[src/rtl/target_game_core.sv]
// rtl/target_game_core.sv - game-control core for the photo-sensor target wall
// Lights NUM_CHANNELS targets from a random source, scores debounced sensor hits, runs per-target timeouts.
module target_game_core #(
  parameter int NUM_SENSORS    = 10,
  parameter int NUM_CHANNELS   = 2,
  parameter int IDX_W          = 4,
  parameter int SCORE_W        = 32,
  parameter int HIT_POINTS     = 100,
  parameter int LIVES          = 3,
  parameter int TIMEOUT_CYCLES = 50000000
) (
  input  logic                          clock,
  input  logic                          reset,
  input  logic                          start,
  input  logic [NUM_SENSORS-1:0]        photo_array,
  input  logic [IDX_W-1:0]              rand_num,
  output logic [NUM_CHANNELS*IDX_W-1:0] target_idx,
  output logic [NUM_CHANNELS-1:0]       target_valid,
  output logic [SCORE_W-1:0]            score,
  output logic [2:0]                    lives_left,
  output logic                          hit_pulse,
  output logic                          miss_pulse,
  output logic                          game_over
);

  localparam int TMR_W = $clog2(TIMEOUT_CYCLES + 1);
  localparam logic [TMR_W-1:0]   TMR_LOAD = TMR_W'(TIMEOUT_CYCLES);
  localparam logic [SCORE_W-1:0] PTS      = SCORE_W'(HIT_POINTS);

  typedef enum logic [1:0] {S_IDLE, S_PLAY, S_OVER} state_t;

  state_t                   state_q, state_d;
  logic [NUM_SENSORS-1:0]   sync1_q, sync2_q, prev_q, hit_q;
  logic [NUM_SENSORS-1:0]   sync1_d, sync2_d, prev_d, hit_d;
  logic [IDX_W-1:0]         idx_q   [NUM_CHANNELS];
  logic [IDX_W-1:0]         idx_d   [NUM_CHANNELS];
  logic [TMR_W-1:0]         timer_q [NUM_CHANNELS];
  logic [TMR_W-1:0]         timer_d [NUM_CHANNELS];
  logic [NUM_CHANNELS-1:0]  valid_q, valid_d;
  logic [SCORE_W-1:0]       score_q, score_d;
  logic [2:0]               lives_q, lives_d;
  logic                     hit_pulse_q, hit_pulse_d;
  logic                     miss_pulse_q, miss_pulse_d;

  logic [NUM_CHANNELS-1:0]  hit_ch, miss_ch;
  logic [IDX_W-1:0]         cand, alt, chosen;
  logic                     cand_used, alt_used, assign_ok, found;
  logic [SCORE_W:0]         sum;

  // Sensors are active-low; the registered hit stage fires once per falling edge.
  always_comb begin
    sync1_d = photo_array;
    sync2_d = sync1_q;
    prev_d  = sync2_q;
    hit_d   = ~sync2_q & prev_q;
  end

  always_comb begin
    state_d      = state_q;
    idx_d        = idx_q;
    timer_d      = timer_q;
    valid_d      = valid_q;
    score_d      = score_q;
    lives_d      = lives_q;
    hit_pulse_d  = 1'b0;
    miss_pulse_d = 1'b0;
    hit_ch       = '0;
    miss_ch      = '0;
    cand         = rand_num;
    alt          = '0;
    chosen       = '0;
    cand_used    = 1'b0;
    alt_used     = 1'b0;
    assign_ok    = 1'b0;
    found        = 1'b0;
    sum          = '0;

    case (state_q)
      S_IDLE, S_OVER: begin
        if (start) begin
          state_d = S_PLAY;
          valid_d = '0;
          score_d = '0;
          lives_d = 3'(LIVES);
          for (int ch = 0; ch < NUM_CHANNELS; ch++) timer_d[ch] = '0;
        end
      end

      S_PLAY: begin
        for (int ch = 0; ch < NUM_CHANNELS; ch++) begin
          if (valid_q[ch]) begin
            for (int s = 0; s < NUM_SENSORS; s++) begin
              if (hit_q[s] && idx_q[ch] == IDX_W'(s)) hit_ch[ch] = 1'b1;
            end
            // A hit on the expiry cycle takes precedence over the miss.
            miss_ch[ch] = !hit_ch[ch] && (timer_q[ch] <= TMR_W'(1));
            timer_d[ch] = timer_q[ch] - TMR_W'(1);
          end
        end

        for (int ch = 0; ch < NUM_CHANNELS; ch++) begin
          if (hit_ch[ch]) begin
            valid_d[ch] = 1'b0;
            sum         = {1'b0, score_d} + {1'b0, PTS};
            score_d     = sum[SCORE_W] ? '1 : sum[SCORE_W-1:0];
          end else if (miss_ch[ch]) begin
            valid_d[ch] = 1'b0;
            if (lives_d != 3'd0) lives_d = lives_d - 3'd1;
          end
        end
        hit_pulse_d  = |hit_ch;
        miss_pulse_d = |miss_ch;

        if (int'(rand_num) >= NUM_SENSORS) cand = rand_num - IDX_W'(NUM_SENSORS);
        alt = (int'(cand) == NUM_SENSORS - 1) ? '0 : cand + IDX_W'(1);
        for (int ch = 0; ch < NUM_CHANNELS; ch++) begin
          if (valid_q[ch] && idx_q[ch] == cand) cand_used = 1'b1;
          if (valid_q[ch] && idx_q[ch] == alt)  alt_used  = 1'b1;
        end
        assign_ok = !cand_used || !alt_used;
        chosen    = cand_used ? alt : cand;

        // Only the lowest pending channel is considered; on a double collision it retries.
        for (int ch = 0; ch < NUM_CHANNELS; ch++) begin
          if (!valid_q[ch] && !found) begin
            found = 1'b1;
            if (assign_ok) begin
              idx_d[ch]   = chosen;
              valid_d[ch] = 1'b1;
              timer_d[ch] = TMR_LOAD;
            end
          end
        end

        if (lives_d == 3'd0) begin
          state_d = S_OVER;
          valid_d = '0;
        end
      end

      default: state_d = S_IDLE;
    endcase
  end

  always_ff @(posedge clock or posedge reset) begin
    if (reset) begin
      state_q      <= S_IDLE;
      sync1_q      <= '1;
      sync2_q      <= '1;
      prev_q       <= '1;
      hit_q        <= '0;
      valid_q      <= '0;
      score_q      <= '0;
      lives_q      <= 3'(LIVES);
      hit_pulse_q  <= 1'b0;
      miss_pulse_q <= 1'b0;
      for (int ch = 0; ch < NUM_CHANNELS; ch++) begin
        idx_q[ch]   <= '0;
        timer_q[ch] <= '0;
      end
    end else begin
      state_q      <= state_d;
      sync1_q      <= sync1_d;
      sync2_q      <= sync2_d;
      prev_q       <= prev_d;
      hit_q        <= hit_d;
      valid_q      <= valid_d;
      score_q      <= score_d;
      lives_q      <= lives_d;
      hit_pulse_q  <= hit_pulse_d;
      miss_pulse_q <= miss_pulse_d;
      for (int ch = 0; ch < NUM_CHANNELS; ch++) begin
        idx_q[ch]   <= idx_d[ch];
        timer_q[ch] <= timer_d[ch];
      end
    end
  end

  always_comb begin
    target_idx = '0;
    for (int ch = 0; ch < NUM_CHANNELS; ch++) target_idx[ch*IDX_W +: IDX_W] = idx_q[ch];
  end

  assign target_valid = valid_q;
  assign score        = score_q;
  assign lives_left   = lives_q;
  assign hit_pulse    = hit_pulse_q;
  assign miss_pulse   = miss_pulse_q;
  assign game_over    = (state_q == S_OVER);

endmodule

[config.mk]
export PLATFORM = sky130hd
export DESIGN_NAME = target_game_core
export DESIGN_NICKNAME = d
export VERILOG_FILES = /design/src/rtl/target_game_core.sv
export SDC_FILE = /design/constraint.sdc
export NUM_CORES = 1
export LEC_CHECK = 0
export BUFFER_PORTS_ARGS = -buffer_cell sky130_fd_sc_hd__buf_2
export CAP_MARGIN = 20
export CORE_MARGIN = 2
export CORE_UTILIZATION = 40
export DETAILED_ROUTE_END_ITERATION = 6
export PLACE_DENSITY = 0.67
export SLEW_MARGIN = 15
export SYNTH_ARGS = -nofsm -noshare
export SYNTH_HDL_FRONTEND = slang
export SYNTH_SLANG_ARGS = --single-unit
[constraint.sdc]
create_clock -name clock -period 5 [get_ports clock]
set_input_delay 0.25 -clock clock [delete_from_list [all_inputs] [get_ports clock]]
set_output_delay 0.25 -clock clock [all_outputs]
set_load 0.05 [all_outputs]
# [Word-level counts from Yosys, hierarchy flattened]
# Index checks and enable logic that the tools add are counted.
[totals] regBits=141 input_bits=17 out_inout_bits=48
[op_classes] add_sub_neg=8 magnitude_cmp=3 eq_ne=27 n_mux=85 bitwise_logic=3 n_reduce_logical=48
[op_table] op="$mux W32" n=6
[op_table] op="$mux W26" n=6
[op_table] op="$pmux W52 S2" n=1
[op_table] op="$add A32 B7 Y33 const B" n=2
[op_table] op="$pmux W32 S2" n=1
[op_table] op="$le A26 B1 Y1 const B" n=2
[op_table] op="$mux W52" n=1
[op_table] op="$sub A26 B1 Y26 const B" n=2
[op_table] op="$mux W1" n=50
[op_table] op="$eq A4 B3 Y1 const B" n=8
[op_table] op="$logic_and A1 B1 Y1" n=27
[op_table] op="$mux W3" n=9
[op_table] op="$eq A4 B4 Y1 const B" n=5
[op_table] op="$eq A4 B2 Y1 const B" n=4
[op_table] op="$eq A4 B4 Y1" n=4
[op_table] op="$mux W4" n=4
[op_table] op="$and A10 B10 Y10" n=1
[op_table] op="$not A10 Y10" n=1
[op_table] op="$eq A4 B1 Y1 const B" n=2
[op_table] op="$logic_not A4 Y1" n=2
[op_table] op="$mux W2" n=4
[op_table] op="$pmux W2 S2" n=2
[op_table] op="$logic_not A1 Y1" n=6
[op_table] op="$pmux W3 S2" n=1
[op_table] op="16 further kinds" n=23

# [Longest topological paths before layout]
[logic_depth] depth_word=29 mapped_depth=17 ltp_nobuf=14

# [Least setup slack after synthesis]
# Ideal clock, no wire load.
[synth_timing] path_kind="reg-to-reg" startpoint="reg idx_q, in the netlist target_idx[1]" endpoint="reg valid_q[1] (netlist: target_valid[1])" arrival_ns=4.088 path_slack_ns=0.782 stages_incl_launch_ff=15 path_buffers=3 period_less_slack_ns=4.218 cell_sequence="dfrtp_1 -> buf_6 -> mux2_4 -> a221o_1 -> a21bo_1 -> buf_6 -> buf_4 -> a2111oi_1 -> mux2_2 -> ha_1 -> ha_1 -> nor3_1 -> xnor2_1 -> o21ai_1 -> o21ai_0"
[synth_between] elab_chain_cells=29 elab_cells_between_ends=65 classes_between="add/sub: 1; eq/ne: 11; mux: 33; reduce/logical: 20"
[synth_lines] item="from (decl)" line_no="35" source="logic [IDX_W-1:0] idx_q [NUM_CHANNELS];"
[synth_lines] item="from (signal, indexed assignment)" line_no="173" source="idx_q[ch] <= idx_d[ch];"
[synth_lines] item="$logic_not A4 Y1" line_no="93" source="if (hit_q[s] && idx_q[ch] == IDX_W'(s)) hit_ch[ch] = 1'b1;"
[synth_lines] item="$logic_and A1 B1 Y1" line_no="93"
[synth_lines] item="$mux W1 (10 in series)" line_no="93"
[synth_lines] item="$mux W1" line_no="91" source="if (valid_q[ch]) begin"
[synth_lines] item="$mux W1" line_no="78" source="case (state_q)"
[synth_lines] item="$logic_not A1 Y1" line_no="96" source="miss_ch[ch] = !hit_ch[ch] && (timer_q[ch] <= TMR_W'(1));"
[synth_lines] item="$logic_and A1 B1 Y1" line_no="96"
[synth_lines] item="$mux W1" line_no="91"
[synth_lines] item="[... 4 more ...]"
[synth_lines] item="$sub A3 B1 Y3 / $reduce_bool A3 Y1 (equally long branches)" line_no="108" source="if (lives_d != 3'd0) lives_d = lives_d - 3'd1;"
[synth_lines] item="$mux W3" line_no="108"
[synth_lines] item="$mux W3" line_no="106" source="end else if (miss_ch[ch]) begin"
[synth_lines] item="$mux W3" line_no="102" source="if (hit_ch[ch]) begin"
[synth_lines] item="$mux W3" line_no="78"
[synth_lines] item="$logic_not A3 Y1" line_no="135" source="if (lives_d == 3'd0) begin"
[synth_lines] item="$mux W2 (*)" line_no="135"
[synth_lines] item="$pmux W2 S2 (*)" line_no="78"
[synth_lines] item="to (signal assigned)" line_no="167" source="valid_q <= valid_d;"
[synth_lines] item="to (decl)" line_no="39" source="logic [NUM_CHANNELS-1:0] valid_q, valid_d;"
# Every way passes the cells marked *; elsewhere a longest branch is shown, timed or not. The select of a mux whose other input is x is not followed.
# A chain may end at the register's enable or synchronous reset.

# [Worst setup path after layout]
[layout_timing] startpoint="reg idx_q, in the netlist target_idx[1]" endpoint="reg score_q[1] (netlist: score[1])"
[layout_between] elab_chain_cells=22 elab_cells_between_ends=40 classes_between="add/sub: 1; eq/ne: 9; mux: 19; reduce/logical: 11"
[layout_lines] item="$logic_not A4 Y1" line_no="93"
[layout_lines] item="$logic_and A1 B1 Y1" line_no="93"
[layout_lines] item="$mux W1 (9 in series)" line_no="93"
[layout_lines] item="$mux W1 (*)" line_no="93"
[layout_lines] item="$mux W1 (*)" line_no="91"
[layout_lines] item="$mux W1 (*)" line_no="78"
[layout_lines] item="$mux W1 (*)" line_no="91"
[layout_lines] item="$mux W1 (*)" line_no="78"
[layout_lines] item="$mux W32 (*)" line_no="102"
[layout_lines] item="$mux W32 (*)" line_no="78"
[layout_lines] item="$add A32 B7 Y33" line_no="104" source="sum = {1'b0, score_d} + {1'b0, PTS};"
[layout_lines] item="$mux W32" line_no="105" source="score_d = sum[SCORE_W] ? '1 : sum[SCORE_W-1:0];"
[layout_lines] item="$mux W32 (*)" line_no="102"
[layout_lines] item="$pmux W32 S2 (*)" line_no="78"
[layout_lines] item="to (signal assigned)" line_no="168" source="score_q <= score_d;"
[layout_lines] item="to (decl)" line_no="40" source="logic [SCORE_W-1:0] score_q, score_d;"
# Marked as above.

==> results.cfg <==
[synthesis]
synth_top_area_cell = dfrtp_1
syn_area_per_cell_um2 = 8.93
seq_area_frac_synth_pct = 41.4
synth.net_count = 995
synth-seq-cells = 141
syn_inst = 966
yosysWarnings = 0
synthArstFlopShare_pct = 100
synth_edf_count = 0
yosysUniqueCellTypes = 90
synth_area_um2 = 8630
synthFlopType = dfrtp_1
synth_top_area_share_pct = 31.6
synth_area_leaders = dfrtp_1 (32%), dfstp_2 (9.7%), nand2_1 (4.4%)

[clock_tree]
clk-insertion-delay-late_ns = 0.44
cts_tree = done
root_buffer = clkbuf_16
max-clock-path-buffers = 2
cts-buffers-inserted = 17
clk_pin_slew_worst_paths_ns = 0.07
clock_sinks = 141
cts-htree-levels = 4

[timing]
holdWs_ns = -0.0216
max_slew_margin_pct = 32.9
max_freq_mhz = 224
setup_viol = 0
fin_crit_ns = 4.47
timing.clock.skew_ns = 0.0112
worst_slew_pin_slew_ns = 1.00
setup_tns_ns = 0
finalHoldViolCount = 10
final_max_slew_viol_count = 0
rsz0062_at_grt = no
fin_crit_sh_pct = 89.3

[power]
p_total_w = 0.00633
power_density_nw_per_um2 = 639
p_sw_share_pct = 50.0
vdd_drop_max_mv = 0.284
p_leak_nw = 3.98
clockPowerShare_pct = 20.4
internal_power_w = 0.00316
power.switching_w = 0.00317
seqPwrFrac_pct = 30.6
pwr-share-comb_pct = 48.9

[global_routing]
grt_max_degree = 92
busiest_layer = met2
antenna_found_initial = 0
grt_use_met3_pct = 4.01
met1_usage_pct = 31.7
grt_pass1_vias = 7508
met2_usage_pct = 33.9
grt_pass1_wl_um = 39800
grt_overflow = 0
grt_usage_pct = 22.3

[floorplan]
rows = 53
die_h_um = 151
die_w_um = 151
start_util_pct = 40.9
fp.coreArea_um2 = 21100
die_area_um2 = 22800
io_pins = 65

[detailed_routing]
drtAntennaViolNets = 0
postRouteWirelength_um = 24400
drtIter0Drc = 765
dr.pass1.iters = 5
route.vias.total = 7975
vias_per_cell = 6.09
drcViolationCount = 0
wl_per_cell_um = 18.6

[status]
outcome = complete, but fails checks
violations = negative hold slack

[final_layout]
layout_common_cells = dfrtp_1 (109), nand2_1 (100), nor2_1 (65), o21ai_0 (64), buf_2 (64)
final_common_cell = dfrtp_1
syn_to_final_growth_pct = 14.9
diodes = 0
post-route-util_pct = 47.0
final_nets = 1051
drive_above_1_share_pct = 18.6

[critical_path]
endpoint_kind = register
critPathRequiredTime_ns = 5.37
cp_max_fo = 11
cp.arrival_ns = 4.83
worstSetupPathType = reg -> reg
start_kind = register

[place]
io_buffers = 64
dp_hpwl_um = 16800
gp_congestion = 0.935

[flow_run]
max_cap_violations = 0

[min_path]
hold_class = in -> async
-- cells in the mapped netlist (all sizes together) (4+ instances only) --
cell type	n
ha	12
nor3	37
or4	17
nor2	66
nand2b	12
mux2i	14
dfstp	32
o311ai	12
nor4	11
or2	7
and4	8
a211oi	7
o31ai	16
o21ai	70
a31o	4
xor2	12
buf	14
o32ai	4
a22o	6
nand2	100
xnor2	24
nand3	42
a32o	6
o22ai	6
o211ai	22
nor2b	19
a21oi	50
inv	32
clkbuf	43
or3	22
a31oi	19
mux2	11
dfrtp	109
and3	6
o41ai	6
o2111ai	4
a22oi	5
nand4	25
nand3b	4
and2	4
-- flip-flops by register name, indices dropped and copies added (netlist names) --
register	cells
prev_d	10
target_valid	2
hit_q	10
state_q	2
hit_pulse	1
target_idx	8
lives_left	3
prev_q	10
miss_pulse	1
sync1_q	10
timer_q	52
score	32
-- path summary, 6_finish.rpt --
path                                     from          to  slack [ns]  depth (start not counted)
worst min-delay path                    reset  timer_q[4]       -0.02                          2
worst max register to register  target_idx[1]    score[1]        0.53                         12
min in group clock                      start  state_q[1]        0.01                          2
worst min register to register     sync1_q[0]   prev_d[0]        0.35                          0
worst max-delay path            target_idx[1]    score[1]        0.53                         12
max in group asynchronous               reset   prev_d[6]        3.93                          3
-- cell type report --
class | instances | area, µm²
clock buffers | 17 | 425
clock inverters | 15 | 185
fillers | 2023 | 11200
inverters | 33 | 129
multi-input cells | 735 | 4690
flip-flops and latches | 141 | 3570
well taps | 275 | 344
repair buffers | 94 | 571
-- layer usage --
layer	share of wire, %	wire [µm]
met1	45	11100
met5	0	0
met4	2.6	643
met3	7.3	1780
met2	45	10900
-- worst max-delay path, stage by stage (launching register included) --
cell	delay (ns)
dfrtp_1	0.55
or3b_1	0.38
o32a_1	0.22
a21bo_1	0.55
nand2_1	0.29
o21ai_0	0.37
ha_1	0.23
o211a_1	0.19
nor3_2	0.08
a211o_1	0.42
nor3_1	0.49
o21ai_0	0.40
a21oi_1	0.23
-- power groups by stage --
stage / Sequential (W) / Clock (W) / Combinational (W)
global placement: 0.00193 / 0 / 0.00302
finish: 0.00194 / 0.00129 / 0.00310
detailed placement: 0.00194 / 0 / 0.00304
floorplan: 0.00231 / 0 / 0.00189
global route: 0.00200 / 0.00137 / 0.00339
CTS: 0.00193 / 0.00132 / 0.00306
-- metrics by stage --
| step | worst slack (ns) | hold slack, ns | instances | cell area, µm² |
|---|---|---|---|---|
| after floorplan | 0.782 | 0.254 | 966 | 8630 |
| after CTS | 0.619 | 0.000555 | 1310 | 9910 |
| after global routing | 0.262 | 0.0127 | 1310 | 9910 |
| final | 0.535 | -0.0216 | 1310 | 9910 |
| after detailed placement | 0.632 | 0.347 | 1268 | 9200 |
| after global placement | 0.780 | 0.347 | 1268 | 9200 |
-- timing repair --
action                                  CTS  global route
buffers inserted                          0             0
endpoints found under the setup margin    0             0
hold buffers                             10             0
endpoints found under the hold margin    10             0
gates resized for setup                   0             0
-- logic make-up after synthesis --
kind of cell,Yosys count,synth area share (%)
buf+inv,90,4.42
fa+ha+maj,12,1.74
mux,25,3.10
compound gates,268,21.3
xor+xnor,36,3.65
simple gates,394,24.4
flops,141,41.4
No activity file was read; power rests on OpenSTA's default activity.
